$ cat src/rtl/ps2_key_hub_pkg.sv
// Shared types and constants for the PS/2 key hub: event layout, decoder states,
// prefix bytes, arrow codes, scan-code remap table and seven-segment hex decode.
package ps2_key_hub_pkg;

    localparam int unsigned EvWidth = 10;

    // Bit 9 break, bit 8 extended, bits 7:0 scan code.
    typedef struct packed {
        logic       brk;
        logic       ext;
        logic [7:0] code;
    } ps2_event_t;

    typedef enum logic [1:0] {
        StIdle,
        StExt,
        StBrk,
        StExtBrk
    } dec_state_e;

    localparam logic [7:0] PrefixExt = 8'hE0;
    localparam logic [7:0] PrefixBrk = 8'hF0;

    localparam logic [7:0] CodeUp    = 8'h75;
    localparam logic [7:0] CodeDown  = 8'h72;
    localparam logic [7:0] CodeLeft  = 8'h6B;
    localparam logic [7:0] CodeRight = 8'h74;

    // Applies to non-extended codes only.
    function automatic logic [7:0] remap_code(input logic [7:0] code);
        logic [7:0] res;
        res = code;
        case (code)
            8'h75:   res = 8'h12;
            8'h33:   res = 8'h48;
            8'h23:   res = 8'h44;
            8'h34:   res = 8'h47;
            default: res = code;
        endcase
        return res;
    endfunction

    // Active-low segments, bit order {g,f,e,d,c,b,a}.
    function automatic logic [6:0] hex_to_seg(input logic [3:0] nib);
        logic [6:0] s;
        s = 7'h7F;
        case (nib)
            4'h0: s = 7'h40;
            4'h1: s = 7'h79;
            4'h2: s = 7'h24;
            4'h3: s = 7'h30;
            4'h4: s = 7'h19;
            4'h5: s = 7'h12;
            4'h6: s = 7'h02;
            4'h7: s = 7'h78;
            4'h8: s = 7'h00;
            4'h9: s = 7'h10;
            4'hA: s = 7'h08;
            4'hB: s = 7'h03;
            4'hC: s = 7'h46;
            4'hD: s = 7'h21;
            4'hE: s = 7'h06;
            4'hF: s = 7'h0E;
            default: s = 7'h7F;
        endcase
        return s;
    endfunction

endpackage

$ cat src/rtl/ps2_event_fifo.sv
// Show-ahead event queue with sticky overflow; a push into a full queue is kept
// only when a pop happens in the same cycle.
module ps2_event_fifo #(
    parameter int unsigned DEPTH = 16,
    parameter int unsigned WIDTH = 10
) (
    input  logic             clock,
    input  logic             reset,
    input  logic             push,
    input  logic [WIDTH-1:0] push_data,
    input  logic             pop,
    output logic [WIDTH-1:0] pop_data,
    output logic             empty,
    output logic             full,
    output logic             overflow
);

    localparam int unsigned AW = $clog2(DEPTH);
    localparam logic [AW:0] DepthCount = (AW + 1)'(DEPTH);

    logic [WIDTH-1:0] mem [DEPTH];
    logic [AW-1:0]    wr_ptr_q, rd_ptr_q;
    logic [AW:0]      count_q;
    logic             overflow_q;
    logic             do_push, do_pop;

    assign empty    = (count_q == '0);
    assign full     = (count_q == DepthCount);
    assign overflow = overflow_q;
    assign pop_data = empty ? '0 : mem[rd_ptr_q];

    assign do_pop  = pop && !empty;
    assign do_push = push && (!full || do_pop);

    always_ff @(posedge clock) begin
        if (reset) begin
            wr_ptr_q   <= '0;
            rd_ptr_q   <= '0;
            count_q    <= '0;
            overflow_q <= 1'b0;
        end else begin
            if (do_push) wr_ptr_q <= wr_ptr_q + 1'b1;
            if (do_pop)  rd_ptr_q <= rd_ptr_q + 1'b1;
            if (do_push && !do_pop)      count_q <= count_q + 1'b1;
            else if (do_pop && !do_push) count_q <= count_q - 1'b1;
            if (push && !do_push) overflow_q <= 1'b1;
        end
    end

    always_ff @(posedge clock) begin
        if (do_push) mem[wr_ptr_q] <= push_data;
    end

endmodule

$ cat src/rtl/ps2_key_hub.sv
// PS/2 scan-code decoder feeding an event queue, arrow-key state and a hex history display.
// Define PS2_REMAP_EN to remap selected non-extended scan codes.
module ps2_key_hub
    import ps2_key_hub_pkg::*;
#(
    parameter int unsigned N_DIGITS   = 8,
    parameter int unsigned FIFO_DEPTH = 16
) (
    input  logic                  clock,
    input  logic                  reset,
    input  logic                  key_pressed,
    input  logic [7:0]            key_data,
    input  logic                  rd_en,
    output logic [EvWidth-1:0]    rd_data,
    output logic                  empty,
    output logic                  full,
    output logic                  overflow,
    output logic [3:0]            dir_held,
    output logic [7*N_DIGITS-1:0] seg
);

    localparam int unsigned HW = 4 * N_DIGITS;

    dec_state_e    state_q, state_d;
    logic          emit;
    ps2_event_t    ev;
    logic [3:0]    dir_q, dir_d;
    logic [HW-1:0] hist_q, hist_d;

    always_comb begin
        state_d = state_q;
        emit    = 1'b0;
        ev.brk  = 1'b0;
        ev.ext  = 1'b0;
        if (key_pressed) begin
            unique case (state_q)
                StIdle: begin
                    if (key_data == PrefixExt)      state_d = StExt;
                    else if (key_data == PrefixBrk) state_d = StBrk;
                    else                            emit    = 1'b1;
                end
                StExt: begin
                    if (key_data == PrefixBrk) begin
                        state_d = StExtBrk;
                    end else if (key_data != PrefixExt) begin
                        emit    = 1'b1;
                        ev.ext  = 1'b1;
                        state_d = StIdle;
                    end
                end
                StBrk: begin
                    emit    = 1'b1;
                    ev.brk  = 1'b1;
                    state_d = StIdle;
                end
                StExtBrk: begin
                    emit    = 1'b1;
                    ev.brk  = 1'b1;
                    ev.ext  = 1'b1;
                    state_d = StIdle;
                end
                default: state_d = StIdle;
            endcase
        end
`ifdef PS2_REMAP_EN
        ev.code = ev.ext ? key_data : remap_code(key_data);
`else
        ev.code = key_data;
`endif
    end

    always_comb begin
        dir_d  = dir_q;
        hist_d = hist_q;
        if (emit) begin
            if (ev.ext) begin
                case (ev.code)
                    CodeUp:    dir_d[3] = !ev.brk;
                    CodeDown:  dir_d[2] = !ev.brk;
                    CodeLeft:  dir_d[1] = !ev.brk;
                    CodeRight: dir_d[0] = !ev.brk;
                    default:   dir_d    = dir_q;
                endcase
            end
            if (!ev.brk) hist_d = (hist_q << 8) | HW'(ev.code);
        end
    end

    always_ff @(posedge clock) begin
        if (reset) begin
            state_q <= StIdle;
            dir_q   <= '0;
            hist_q  <= '0;
        end else begin
            state_q <= state_d;
            dir_q   <= dir_d;
            hist_q  <= hist_d;
        end
    end

    assign dir_held = dir_q;

    // Digit k shows nibble k of the history; newest byte sits on digits 1:0.
    for (genvar k = 0; k < N_DIGITS; k++) begin : g_seg
        assign seg[7*k +: 7] = hex_to_seg(hist_q[4*k +: 4]);
    end

    ps2_event_fifo #(
        .DEPTH (FIFO_DEPTH),
        .WIDTH (EvWidth)
    ) u_fifo (
        .clock     (clock),
        .reset     (reset),
        .push      (emit),
        .push_data (ev),
        .pop       (rd_en),
        .pop_data  (rd_data),
        .empty     (empty),
        .full      (full),
        .overflow  (overflow)
    );

endmodule

$ cat config.mk
export PLATFORM = sky130hd
export DESIGN_NAME = ps2_key_hub
export DESIGN_NICKNAME = d
export VERILOG_FILES = /design/src/rtl/ps2_key_hub_pkg.sv /design/src/rtl/ps2_event_fifo.sv /design/src/rtl/ps2_key_hub.sv
export SDC_FILE = /design/constraint.sdc
export NUM_CORES = 1
export LEC_CHECK = 0
export ABC_AREA = 1
export BUFFER_PORTS_ARGS = -buffer_cell sky130_fd_sc_hd__buf_2
export CORE_ASPECT_RATIO = 0.9
export CORE_MARGIN = 5
export CORE_UTILIZATION = 45
export DETAILED_ROUTE_END_ITERATION = 10
export HOLD_SLACK_MARGIN = 0.05
export PLACE_DENSITY = 0.59
export SETUP_SLACK_MARGIN = 0.2
export SLEW_MARGIN = 10
export SYNTH_ARGS = -nofsm -noshare
export SYNTH_HDL_FRONTEND = slang
export SYNTH_SLANG_ARGS = --single-unit
$ cat constraint.sdc
create_clock -name clock -period 5.26 [get_ports clock]
set_input_delay 1.052 -clock clock [delete_from_list [all_inputs] [get_ports clock]]
set_output_delay 1.052 -clock clock [all_outputs]
set_load 0.005 [all_outputs]
Yosys cells after proc, flatten, opt, wreduce, memory -nomap -nowiden:

Memories as Yosys holds them, arrays and structs flattened. A register that Yosys moved wholly into a read port is not among the register bits.
Cells that the tools add are included.

* add/sub/neg operators: 4
* multipliers: 0
* div/mod/pow operators: 0
* order comparisons: 0
* equal/unequal tests: 13
* shifts and indexed selects: 0
* muxes and demuxes: 37
* bitwise gates (word level): 2
* reductions and logical operators: 21

Operators by type and width (number)
* 4-bit two-way mux: 18
* 8-bit by 7-bit == test with 1-bit output, second input constant: 4
* 32-bit by 8-bit OR with 32-bit output: 1
* 8-bit == test, second input constant: 2
* 3-bit AND reduction: 5
* 10-bit two-way mux: 1
* 2-bit two-way mux: 5
* 5-bit two-way mux: 2
* 4-bit by 1-bit adder with 4-bit output, second input constant: 2
* 1-bit two-way mux: 8
* 8-bit != test, second input constant: 1
* 3-bit != test, second input constant: 2
* 2-bit case mux with 3 select lines: 1
* 5-bit by 1-bit adder with 5-bit output, second input constant: 1
* 5-bit == test, second input constant: 1
* 1-bit logical AND: 5
* 1-bit zero test: 5
* 5-bit zero test: 1
* 5-bit by 1-bit subtractor with 5-bit output, second input constant: 1
* 2-bit == test, second input constant: 2
* 1-bit case mux with 3 select lines: 1
* 2-bit by 1-bit == test with 1-bit output, second input constant: 1
* 2-bit zero test: 1
* 1-bit case mux with 2 select lines: 1
* 5 further kinds: 5

* flip-flop bits (word level): 52
* latch bits: 0
* bits in writable memories: 160
* memory bits (read-only): 896
* input bits: 12
* memories kept: 9

Memories
* u_fifo.mem: words 16, bits a word 10, read ports 1, clocked after Yosys merged registers in 1, wr ports 1, line ps2_event_fifo.sv:21 `logic [WIDTH-1:0] mem [DEPTH];`
* (no name shown): words 16, bits a word 7, read ports 1, clocked after Yosys merged registers in 1, wr ports 0, line ps2_key_hub_pkg.sv:47 `case (nib)`
* (no name shown): words 16, bits a word 7, read ports 1, clocked after Yosys merged registers in 1, wr ports 0, line ps2_key_hub_pkg.sv:47
* (no name shown): words 16, bits a word 7, read ports 1, clocked after Yosys merged registers in 1, wr ports 0, line ps2_key_hub_pkg.sv:47
* (no name shown): words 16, bits a word 7, read ports 1, clocked after Yosys merged registers in 1, wr ports 0, line ps2_key_hub_pkg.sv:47
* (no name shown): words 16, bits a word 7, read ports 1, clocked after Yosys merged registers in 1, wr ports 0, line ps2_key_hub_pkg.sv:47
* +3 memories

Longest topological paths before layout:

Gate-level depths: netlist (run 1).

* word-level depth: 10
* mapped depth: 16
* mapped depth without buffers: 16

Hierarchy:

Synthesis (run 1) repeated with hierarchy kept, for this count alone.

* cell total of the unflattened synthesis: 1453
* area total of the unflattened synthesis: 13123.8 um^2

By module, submodules not included
* ps2_event_fifo: instances 1, cells an instance 660, area an instance 7457.2 um^2
* ps2_key_hub: instances 1, cells an instance 793, area an instance 5666.7 um^2

Worst setup path before layout (run 1):

OpenSTA, ideal clock, no wires.

* path kind: input port to flip-flop
* from: input port key_data[2]
* to: register u_fifo.count_q[4]
* arrival time: 3.215 ns
* required time: 5.141 ns
* setup slack: 1.926 ns
* stages: 15
* path buffers: 0
* path through: inv_1 > nand2_1 > nor2_4 > o21ai_4 > o21ai_0 > nor2_2 > ha_1 > inv_1 > ha_1 > a21oi_1 > nor2_1 > o21ai_0 > nand3_1 > o21ai_0 > a21oi_1

* word-level cells in the longest chain between the ends: 9

Ends and longest elaborated chain
* from (decl): line ps2_key_hub.sv:12 `input logic [7:0] key_data,`
* 8-bit != test or 8-bit == test (tied branches): line ps2_key_hub.sv:45, ps2_key_hub.sv:39, ps2_key_hub.sv:43
* 1-bit two-way mux, on equally long branches: line ps2_key_hub.sv:45, ps2_key_hub.sv:39
* 1-bit two-way mux, on equally long branches: line ps2_key_hub.sv:43, ps2_key_hub.sv:38
* 1-bit case mux with 3 select lines (*): line ps2_key_hub.sv:36 `unique case (state_q)`
* 1-bit two-way mux (*): line ps2_key_hub.sv:35 `if (key_pressed) begin`
* 1-bit logical AND (*): line ps2_event_fifo.sv:33 `assign do_push = push && (!full || do_pop);`
* net u_fifo.do_push: line ps2_event_fifo.sv:25 `logic do_push, do_pop;`
* 1-bit zero test: line ps2_event_fifo.sv:45 `else if (do_pop && !do_push) count_q <= count_q - 1'b1;`
* 1-bit logical AND: line ps2_event_fifo.sv:45
* 2-bit nonzero test (no line)
* to (signal assigned): line ps2_event_fifo.sv:44 `if (do_push && !do_pop) count_q <= count_q + 1'b1;`
* to (signal assigned): line ps2_event_fifo.sv:45
* to (decl): line ps2_event_fifo.sv:23 `logic [AW:0] count_q;`

The timed path passes the listed nets; every way through them passes the cells marked *.
A chain may end at the register's enable or synchronous reset.

==> key figures, run 1 <==
Status
  – Status: finished clean

Die
  – Die Y: 169 um
  – Top Ports: 85
  – Initial Util: 45.4%
  – Die ar.: 31500 um2
  – Row cnt: 58
  – Die Width: 187 um
  – Core box area: 27800 um2

Detailed routing
  – Initial DRC count: 937
  – Routed len/inst: 17.3 um
  – DRC viols: 0
  – Via count: 9848
  – Number of vias per cell: 5.38
  – WL final: 31.7 mm
  – Post-route ant nets: 0
  – First-pass DRT Iterations: 5

Final layout
  – Util after Layout: 51.9%
  – Area growth syn-to-layout: 14.3%
  – ANT cells: 0
  – Fillers: 2554
  – Share of layout cells above drive strength 1: 13.8%
  – Most common cell after layout, fill and taps aside: nand2_1
  – Design area: 14400 um2
  – Commonest cells after routing, fill and taps aside: 274 x nand2_1, 160 x edfxtp_1, 139 x inv_1, 137 x nand3_1, 119 x nor2_1
  – Final nets: 1520

Logic synthesis
  – Syn_area_per_cell: 9.28 um2
  – Post-synth net total: 1431
  – Top_reg_cell synth: edfxtp_1
  – Register area share after synthesis: 55.8%
  – EDFF count, synth: 160
  – Synth async-reset ratio: 0%
  – Synth Instances: 1360
  – Number of library cell types mapped by synthesis: 36
  – Synthesized cell area: 12600 um2
  – Synth top area share: 38.1%
  – Synthesized flop and latch total: 272
  – Post-synth top area cell: edfxtp_1
  – Synth top area cells: edfxtp_1 38%, dfxtp_1 18%, nand2_1 8.1%, ha_1 5.7%, nand3_1 5.4%
  – Ys Warns: 0

Clock network
  – CTS Hold Bufs: 0
  – Setup Buffers After CTS: 0
  – Htree depth: 1
  – CTS clock-pin slew for the worst setup and hold paths: 0.06 ns
  – Clk_lat worst skew: 0.54 ns
  – CTS root buf: clkbuf_16
  – Clock buffer depth: 3
  – CTS buffer count: 29
  – Post_cts resized: 0
  – CTS tree: yes
  – TritonCTS sink count: 272

Pwr
  – P_int: 0.00392 W
  – Peak VDD IR: 0.000232 V
  – Power per cell area: 386 nW/um2
  – Total power: 0.00557 W
  – Sequential power share: 43.4%
  – Switching power: 0.00166 W
  – Clock share of power: 35.1%
  – Combinational share of power: 21.5%
  – Net Sw Frac: 29.7%
  – P_leak: 6.33 nW

Timing
  – Clk_skew: 0.00844 ns
  – Part of the cycle the worst path needs: 71.6%
  – Max-slew headroom: 33.1%
  – Fmax achieved: 266 MHz
  – Slew @ Worst Pin: 1.00 ns
  – Final max-slew violation count: 0
  – Unrepaired setup endpoints after global routing: false
  – Endpoints failing setup: 0
  – Final worst setup slack: 1.50 ns
  – Endpoints failing hold: 0
  – Final Critical Period: 3.76 ns
  – Setup_tns: 0 ns

Place
  – PortBufs: 84
  – Dpl ws: 1.29 ns
  – Post-DP HPWL: 20.5 mm
  – GPL Wtd Cong: 0.823
  – Placed cell areas: 13500 um2

Setup path
  – Req. time, crit path: 4.21 ns
  – Crit path DAT: 2.71 ns
  – CP Launch Type: flop
  – Setup CP Type: flop to primary output
  – Critical path capture point type: primary output
  – Worst-path fanout max: 47
  – Reg-to-reg startpoint: u_fifo.count_q[0]

Global route
  – Largest net degree at the start of global routing: 52
  – Initial antenna violation count: 0
  – First-pass GRT wire length: 51.9 mm
  – GRT overflow: 0
  – Total track usage: 19.8%
  – Number of global-route vias before repair: 9461

Job
  – Max-cap violations: 0

Min path
  – Worst Hold Class: flop to flop
  – Hold path start: u_fifo.rd_ptr_q[3]
-- Yosys cell counts, types with 3 or more instances --
cell,number
nand3_4,3
buf_1,3
nor2_4,10
nand3_2,6
o21ai_1,4
edfxtp_1,160
nand3_1,137
nand2_1,274
dfxtp_1,112
ha_1,58
inv_2,11
nor2_2,9
buf_2,4
o221ai_1,30
nand2_2,3
nor2_1,119
nand4_1,67
clkbuf_1,47
o21ai_0,101
a21oi_1,32
inv_1,139
nor4_1,3
o22ai_1,10
-- layer usage --
layer / vias to the layer above / global-route usage (%) / routed length [um]
met5: - / 0 / 0
met4: 0 / 4.56 / 607
met3: 46 / 2.78 / 1650
met2: 278 / 29.9 / 13800
met1: 4700 / 30.4 / 15700
li1: 4824 / - / -
-- layout make-up --
cell class	instances	area [um2]	area share, %
Tap cell	360	450	3.12
Multi-Input combinational cell	880	4770	33.1
Inverter	151	568	3.94
Clock buffer	36	752	5.21
Timing Repair Buffer	115	678	4.70
Clock inverter	16	149	1.03
Sequential cell	272	7050	48.9
-- registers in the layout, summed over array words and instances, names as in the netlist, named ones only --
register	count
u_fifo.rd_ptr_q	4
u_fifo.overflow	1
dir_held	4
u_fifo.count_q	5
u_fifo.wr_ptr_q	4
u_fifo.mem	160
hist_q	32
state_q	2
seg	56
-- power by group through the flow --
stage,logic (W),registers [W],clock network (W)
after detailed placement,0.00120,0.00246,0
after CTS,0.00120,0.00242,0.00201
after global placement,0.00119,0.00246,0
after floorplan,0.000768,0.00246,0
final,0.00120,0.00242,0.00196
after global routing,0.00136,0.00243,0.00209
-- cells by family after synthesis --
group	share of synthesized area, %
AND/OR/NAND/NOR	23.4
flip-flops	55.8
buffers and inverters	6.34
AO/OA/AOI/OAI	8.29
adder cells (fa/ha/maj)	5.91
XOR/XNOR	0.208
-- worst paths after layout --
| kind | to | slack (ns) | cells past startpoint |
|---|---|---|---|
| hold reg to reg | u_fifo.rd_ptr_q[3] | 0.46 | 2 |
| setup / recovery | rd_data[8] | 1.50 | 10 |
| setup reg to reg | u_fifo.count_q[4] | 2.60 | 13 |
| hold / removal | u_fifo.rd_ptr_q[3] | 0.46 | 2 |
-- worst max-delay path: stages (launching register included) --
cell,delay (ns)
dfxtp_2,0.32
buf_4,0.25
clkinv_1,0.10
buf_4,0.42
o21ai_0,0.15
o22ai_1,0.14
nor2_1,0.06
nor2_1,0.10
o21ai_0,0.14
a21oi_1,0.30
buf_2,0.18
-- per-stage QoR --
stage | hold slack, ns | instances
floorplan | 0.436 | 1360
global placement | 0.449 | 1778
detailed placement | 0.454 | 1778
CTS | 0.466 | 1830
global route | 0.492 | 1830
finish | 0.464 | 1830
(Power assumes the default switching activity.)
==> run 2: changes to the inputs <==
--- a/config.mk
+++ b/config.mk
@@ -12,7 +12,7 @@
 export CORE_UTILIZATION = 45
 export DETAILED_ROUTE_END_ITERATION = 10
 export HOLD_SLACK_MARGIN = 0.05
-export PLACE_DENSITY = 0.59
+export PLACE_DENSITY = 0.62
 export SETUP_SLACK_MARGIN = 0.2
 export SLEW_MARGIN = 10
 export SYNTH_ARGS = -nofsm -noshare
==> constraint.sdc (replaced) <==
create_clock -name clock -period 3.1 [get_ports clock]
set_input_delay 0.62 -clock clock [delete_from_list [all_inputs] [get_ports clock]]
set_output_delay 0.62 -clock clock [all_outputs]
set_load 0.005 [all_outputs]
==> run 2 against run 1 <==
  * Critical path depth shrank 4
  * Largest cell class unchanged
  * Die area unchanged
  * Hold slack worse by 0.066 ns
  * Utilization up 2.4 points
  * First-iteration DRC count decreased by 2.9%
  * Largest power group unchanged
  * Combinational power up 93%
==> key figures, run 2 (same netlist as run 1, synthesis figures left out) <==
Die
  – Core box area: 27800 um2 (unchanged)
  – Die ar.: 31500 um2 (unchanged)
  – Die Width: 187 um (unchanged)
  – Initial Util: 45.4% (unchanged)
  – Row cnt: 58 (unchanged)
  – Die Y: 169 um (unchanged)
  – Top Ports: 85 (unchanged)

Clock network
  – TritonCTS sink count: 272 (unchanged)
  – CTS root buf: clkbuf_16
  – CTS buffer count: 29 (unchanged)
  – Clock buffer depth: 3 (unchanged)
  – Htree depth: 1 (unchanged)
  – CTS tree: yes
  – CTS Hold Bufs: 0 (unchanged)
  – Clk_lat worst skew: 0.56 ns (+0.02 ns)
  – CTS clock-pin slew for the worst setup and hold paths: 0.07 ns (about the same)

Detailed routing
  – DR top layer: met4
  – Metal2 WL: 13.9 mm (+0.73%)
  – DRC viols: 0 (unchanged)
  – Via count: 10035 (+1.9%)
  – Post-route ant nets: 0 (unchanged)
  – Met3 wire len: 2.09 mm (+27%)
  – Routed len/inst: 17.1 um (-1.1%)
  – WL final: 32.2 mm (+1.3%)
  – First-pass DRT Iterations: 5 (unchanged)
  – Post-Route M1 WL: 15.5 mm (-0.88%)
  – Initial DRC count: 910 (-2.9%)
  – Number of vias per cell: 5.35 (-0.60%)

Timing
  – Slew @ Worst Pin: 0.633 ns (-0.370 ns)
  – Setup_tns: 0 ns (unchanged)
  – Unrepaired setup endpoints after global routing: false
  – Fmax achieved: 354 MHz
  – Part of the cycle the worst path needs: 91.2%
  – Clk_skew: 0.0228 ns (+0.0144 ns)
  – Max-slew headroom: 57.8% (+25 points)
  – Endpoints failing setup: 0 (unchanged)
  – Final Critical Period: 2.83 ns
  – Endpoints failing hold: 0 (unchanged)
  – Final max-slew violation count: 0 (unchanged)

Setup path
  – Req. time, crit path: 2.48 ns (-1.73 ns)
  – Setup CP Type: flop to primary output
  – Slowest stage delay, CP: 0.41 ns (about the same)
  – Worst setup endpoint: rd_data[9]
  – Worst-path fanout max: 11 (-77%)
  – Worst path cell trace: inv_1 > nand4_1 > or2_2 > inv_1 > a21oi_1 > buf_2
  – Critical path's slowest cell: inv_1
  – Reg-to-reg setup timing slack: 0.44 ns (-2.16 ns)
  – Top delay family on crit path: buffers and inverters
  – CP bufs+invs: 3 (-1)
  – R2r worst-path depth: 13 (unchanged)
  – Critical path capture point type: primary output
  – CP Launch Type: flop
  – Worst setup path startpoint: u_fifo.count_q[0]
  – Reg-to-reg startpoint: u_fifo.count_q[0]
  – Most used cell, CP: inv_1
  – Crit path DAT: 2.21 ns (-0.50 ns)
  – R2R Path End: u_fifo.count_q[4]
  – Worst path depth: 6 (-4)

Final layout
  – Design area: 15100 um2 (+4.6%)
  – Share of layout cells above drive strength 1: 16.8% (+3.0 points)
  – Biggest register: u_fifo.mem
  – Most common cell after layout, fill and taps aside: nand2_1
  – Multi-input logic area: 4780 um2 (+0.16%)
  – Fillers: 2455 (-3.9%)
  – FF/Latch Area: 7050 um2 (about the same)
  – Area growth syn-to-layout: 19.6%
  – Commonest cells after routing, fill and taps aside: 274 x nand2_1, 160 x edfxtp_1, 138 x inv_1, 137 x nand3_1, 119 x nor2_1
  – Final nets: 1563 (+2.8%)
  – Max reg flops: 160 (unchanged)

Global route
  – Largest net degree at the start of global routing: 55 (+5.8%)
  – First-pass GRT wire length: 50.8 mm (-2.1%)
  – Initial antenna violation count: 0 (unchanged)
  – Total track usage: 19.5% (-0.31 points)
  – Number of global-route vias before repair: 9585 (+1.3%)
  – GRT overflow: 0 (unchanged)

Place
  – PortBufs: 84 (unchanged)
  – GPL Wtd Cong: 0.867 (+5.4%)
  – Post-DP HPWL: 20.4 mm (-0.52%)
  – Placed cell areas: 13800 um2 (+2.1%)

Min path
  – Worst Hold Class: input port to flop
  – Hold Path Depth: 1 (-1)

Pwr
  – Total power: 0.0103 W (+84%)
  – Switching power: 0.00296 W (+79%)
  – Clock share of power: 37.3% (+2.2 points)
  – P_int: 0.00730 W (+86%)
  – Net Sw Frac: 28.8% (-0.88 points)
  – P_leak: 6.69 nW (+5.8%)
  – Combinational share of power: 22.6% (+1.1 points)
  – Power per cell area: 680 nW/um2 (+76%)
  – Sequential power share: 40.2% (-3.2 points)
  – Peak VDD IR: 0.000435 V (+88%)

Status
  – Status: finished clean

Job
  – Max-cap violations: 0 (unchanged)
run 2: cell count changes in the layout (fill, tap and decap cells not counted), moves of 2 or more:
cell        previous run  this run
clkbuf_16             29        33
clkinvlp_4             1         3
clkinvlp_2             3         0
clkbuf_1               7         5
bufbuf_16              0         2
o21ai_0              101        96
inv_2                 10        12
clkinv_1               8         6
buf_4                 29        61
buf_12                 2         5
bufinv_16              3         8
o21ai_1                4         8
run 2: layout make-up:
| type | count | share of cell area (%) |
|---|---|---|
| repair buffers | 158 | 7.75 |
| flip-flops and latches | 272 | 46.7 |
| well taps | 360 | 2.98 |
| clock buffers | 34 | 4.93 |
| inverters | 151 | 3.81 |
| diodes | 1 | 0.0166 |
| clock inverters | 20 | 2.09 |
| multi-input cells | 880 | 31.7 |
run 2: per-layer routing:
layer | vias up | track usage (%)
met1 | 4742 | 28.8
met5 | - | 0
met4 | 0 | 4.40
li1 | 4929 | -
met2 | 315 | 30.6
met3 | 49 | 3.01
run 2: worst min-delay path by stage:
stage	to	startpoint
after floorplan	flop	u_fifo.rd_ptr_q[3]
after global placement	u_fifo.rd_ptr_q[3]	u_fifo.rd_ptr_q[3]
after detailed placement	u_fifo.overflow	u_fifo.overflow
after CTS	u_fifo.mem[9][6]	key_data[6]
after global routing	u_fifo.mem[9][6]	key_data[6]
final	u_fifo.mem[9][6]	key_data[6]
run 2: power by group through the flow:
| stage | clock, W | sequential [W] | combinational (W) |
|---|---|---|---|
| 6_report | 0.00382 | 0.00412 | 0.00232 |
| 5_1_grt | 0.00406 | 0.00414 | 0.00255 |
| 4_1_cts | 0.00388 | 0.00411 | 0.00217 |
| 3_5_place_dp | 0 | 0.00418 | 0.00208 |
| 3_3_place_gp | 0 | 0.00418 | 0.00205 |
| 2_1_floorplan | 0 | 0.00417 | 0.00130 |
run 2: per-stage QoR:
stage | hold slack [ns] | utilization, % | worst slack [ns] | instances
after floorplan | 0.436 | - | 0.313 | 1360
after global placement | 0.452 | 49.7 | 0.112 | 1813
after detailed placement | 0.461 | 49.7 | 0.0644 | 1813
after CTS | 0.377 | 53.7 | 0.182 | 1869
after global routing | 0.385 | 54.3 | 0.210 | 1875
final | 0.398 | 54.3 | 0.273 | 1876
run 2: timing repair:
item	CTS	global route
resized for setup	3	16
pin swaps	0	3
cloned	2	4
setup buffers	0	2
setup endpoints to repair	2	6
==> run 3: changes to the inputs <==
--- a/config.mk
+++ b/config.mk
@@ -12,7 +12,7 @@
 export CORE_UTILIZATION = 45
 export DETAILED_ROUTE_END_ITERATION = 10
 export HOLD_SLACK_MARGIN = 0.05
-export PLACE_DENSITY = 0.62
+export PLACE_DENSITY = 0.59
 export SETUP_SLACK_MARGIN = 0.2
 export SLEW_MARGIN = 10
 export SYNTH_ARGS = -nofsm -noshare
==> constraint.sdc (replaced) <==
create_clock -name clock -period 3.05 [get_ports clock]
set_input_delay 0.61 -clock clock [delete_from_list [all_inputs] [get_ports clock]]
set_output_delay 0.61 -clock clock [all_outputs]
set_load 0.005 [all_outputs]
==> run 3 against run 2 <==
  * First-iteration DRC count decreased by 3.7%
  * Sequential share of layout area increased by 0.90 points
  * Wire length decreased by 1.3%
  * Sequential cell count unchanged
  * Final area decreased by 1.9%
  * Sequential power increased by 2%
  * Global-route usage about the same
  * Clock power decreased by 12%
  * Total power decreased by 4.7%
  * Clock skew decreased by 0.014 ns
  * Via count decreased by 1.5%
  * Die area unchanged
  * Critical endpoint is now rd_data[8]
  * Largest cell class unchanged
  * Largest power group unchanged
==> key figures, run 3 (same netlist as run 1, synthesis figures left out) <==
Pwr
  – P_int: 0.00690 W (-5.4%)
  – Peak VDD IR: 0.000411 V (-5.4%)
  – Combinational share of power: 22.7% (about the same)
  – P_leak: 6.55 nW (-2.2%)
  – Clock share of power: 34.4% (-2.9 points)
  – Power per cell area: 660 nW/um2 (-2.9%)
  – Switching power: 0.00287 W (-2.8%)
  – Sequential power share: 42.9% (+2.7 points)
  – Net Sw Frac: 29.4% (+0.56 points)

Final layout
  – Commonest cells after routing, fill and taps aside: 273 x nand2_1, 160 x edfxtp_1, 138 x inv_1, 137 x nand3_1, 119 x nor2_1
  – Area growth syn-to-layout: 17.3%
  – Biggest register: u_fifo.mem
  – Share of layout cells above drive strength 1: 16.1% (-0.74 points)
  – ANT cells: 0 (-1)
  – Most common cell after layout, fill and taps aside: nand2_1
  – Final nets: 1554 (-0.58%)
  – Fillers: 2545 (+3.7%)
  – Max reg flops: 160 (unchanged)
  – Util after Layout: 53.3% (-1.0 points)

Timing
  – Max-slew headroom: 54.9% (-2.9 points)
  – Clk_skew: 0.00925 ns (-0.0136 ns)
  – Final Critical Period: 2.80 ns
  – Unrepaired setup endpoints after global routing: true
  – Final max-slew violation count: 0 (unchanged)
  – Fmax achieved: 357 MHz
  – Setup_tns: 0 ns (unchanged)
  – Endpoints failing setup: 0 (unchanged)
  – Part of the cycle the worst path needs: 91.8%
  – Endpoints failing hold: 0 (unchanged)
  – Final worst setup slack: 0.250 ns (-0.0228 ns)
  – Slew @ Worst Pin: 0.676 ns (+0.0429 ns)

Detailed routing
  – Metal2 WL: 13.8 mm (-1.1%)
  – DRC viols: 0 (unchanged)
  – Number of vias per cell: 5.30 (-0.88%)
  – Initial DRC count: 876 (-3.7%)
  – First-pass DRT Iterations: 8 (+3)
  – Post-Route M1 WL: 15.3 mm (-1.5%)
  – Via count: 9883 (-1.5%)
  – WL final: 31.8 mm (-1.3%)
  – Routed len/inst: 17.0 um (-0.63%)
  – Post-route ant nets: 0 (unchanged)
  – Met3 wire len: 2.00 mm (-4.6%)
  – DR top layer: met4

Job
  – Max-cap violations: 0 (unchanged)

Die
  – Row cnt: 58 (unchanged)
  – Die Y: 169 um (unchanged)
  – Top Ports: 85 (unchanged)
  – Core box area: 27800 um2 (unchanged)
  – Initial Util: 45.4% (unchanged)
  – Die Width: 187 um (unchanged)
  – Die ar.: 31500 um2 (unchanged)

Setup path
  – Most used cell, CP: nor2_1
  – Worst path cell trace: inv_1 > buf_8 > o21ai_0 > o22ai_1 > nor2_1 > nor2_1 > o21ai_1 > a21oi_1 > buf_2
  – R2r worst-path depth: 13 (unchanged)
  – Worst-path fanout max: 23 (+12)
  – Crit path DAT: 2.19 ns (-0.02 ns)
  – CP Launch Type: flop
  – Reg-to-reg setup timing slack: 0.44 ns (about the same)
  – Critical path's slowest cell: dfxtp_2
  – Req. time, crit path: 2.44 ns (-0.04 ns)
  – Top delay family on crit path: compound AO/OA/AOI/OAI gates
  – Worst path depth: 9 (+3)
  – Critical path capture point type: primary output
  – Slowest stage delay, CP: 0.38 ns (-0.03 ns)
  – CP bufs+invs: 3 (unchanged)
  – Setup CP Type: flop to primary output

Clock network
  – CTS buffer count: 29 (unchanged)
  – Clock buffer depth: 3 (unchanged)
  – CTS root buf: clkbuf_16
  – CTS tree: yes
  – TritonCTS sink count: 272 (unchanged)
  – Clk_lat worst skew: 0.54 ns (-0.02 ns)
  – Htree depth: 1 (unchanged)
  – CTS clock-pin slew for the worst setup and hold paths: 0.06 ns (about the same)

Global route
  – GRT overflow: 0 (unchanged)
  – Number of global-route vias before repair: 9355 (-2.4%)
  – Largest net degree at the start of global routing: 54 (-1.8%)
  – Total track usage: 19.5% (about the same)
  – First-pass GRT wire length: 50.7 mm (-0.22%)
  – Initial antenna violation count: 0 (unchanged)

Place
  – GPL Wtd Cong: 0.870 (+0.33%)
  – PortBufs: 84 (unchanged)
  – Dpl ws: 0.0511 ns (-0.0133 ns)
  – Post-DP HPWL: 20.5 mm (+0.37%)

Min path
  – Hold Path Depth: 2 (+1)
  – Worst Hold Class: input port to flop

Status
  – Status: finished clean
==> run 3: changes by cell type in the layout (fill, tap and decap cells not counted), moves of 2 or more <==
cell / change
clkbuf_16: -2
bufbuf_16: -2
clkinv_2: +4
clkbuf_1: +2
buf_4: -7
inv_2: -2
bufinv_16: -5
==> run 3: area by class of cell <==
class,instances,area (um2),share of cell area [%]
Sequential cell,272,7050,47.6
Inverter,151,574,3.88
Tap cell,360,450,3.04
Clock inverter,15,146,0.989
Clock buffer,37,766,5.17
Multi-Input combinational cell,880,4780,32.3
Timing Repair Buffer,149,1040,7.03
==> run 3: final timing paths <==
check                                    endpoint               from
worst max-delay path                   rd_data[8]               flop
worst min register to register        dir_held[0]        dir_held[0]
worst min-delay path              u_fifo.overflow              reset
worst max register to register  u_fifo.count_q[4]  u_fifo.count_q[0]
==> run 3: timing repair <==
action	4_1_cts	5_1_grt
buffers inserted	2	0
resized for setup	6	8
pin swaps	0	1
hold buffers	0	0
setup endpoints to repair	9	10
cloned	1	2
==> run 3: metrics by stage <==
| stage | cell area [um2] | cells | hold slack, ns | total power (W) |
|---|---|---|---|---|
| after global routing | 14800 | 1864 | 0.426 | 0.0103 |
| after global placement | 13800 | 1807 | 0.449 | 0.00634 |
| after CTS | 14700 | 1862 | 0.421 | 0.00981 |
| after detailed placement | 13800 | 1807 | 0.453 | 0.00635 |
| final | 14800 | 1864 | 0.442 | 0.00978 |
| after floorplan | 12600 | 1360 | 0.436 | 0.00557 |
==> run 3: power groups by stage <==
stage / Sequential, W / Combinational [W] / Clock, W
finish: 0.00420 / 0.00221 / 0.00337
global route: 0.00422 / 0.00248 / 0.00364
CTS: 0.00419 / 0.00215 / 0.00346
detailed placement: 0.00426 / 0.00209 / 0
global placement: 0.00426 / 0.00208 / 0
floorplan: 0.00424 / 0.00132 / 0
==> run 3: layer usage <==
metal  vias to the layer above  global-route usage (%)
met5                         -                       0
met2                       319                    29.4
met3                        48                    2.76
met4                         0                    4.69
li1                       4905                       -
met1                      4611                    30.0
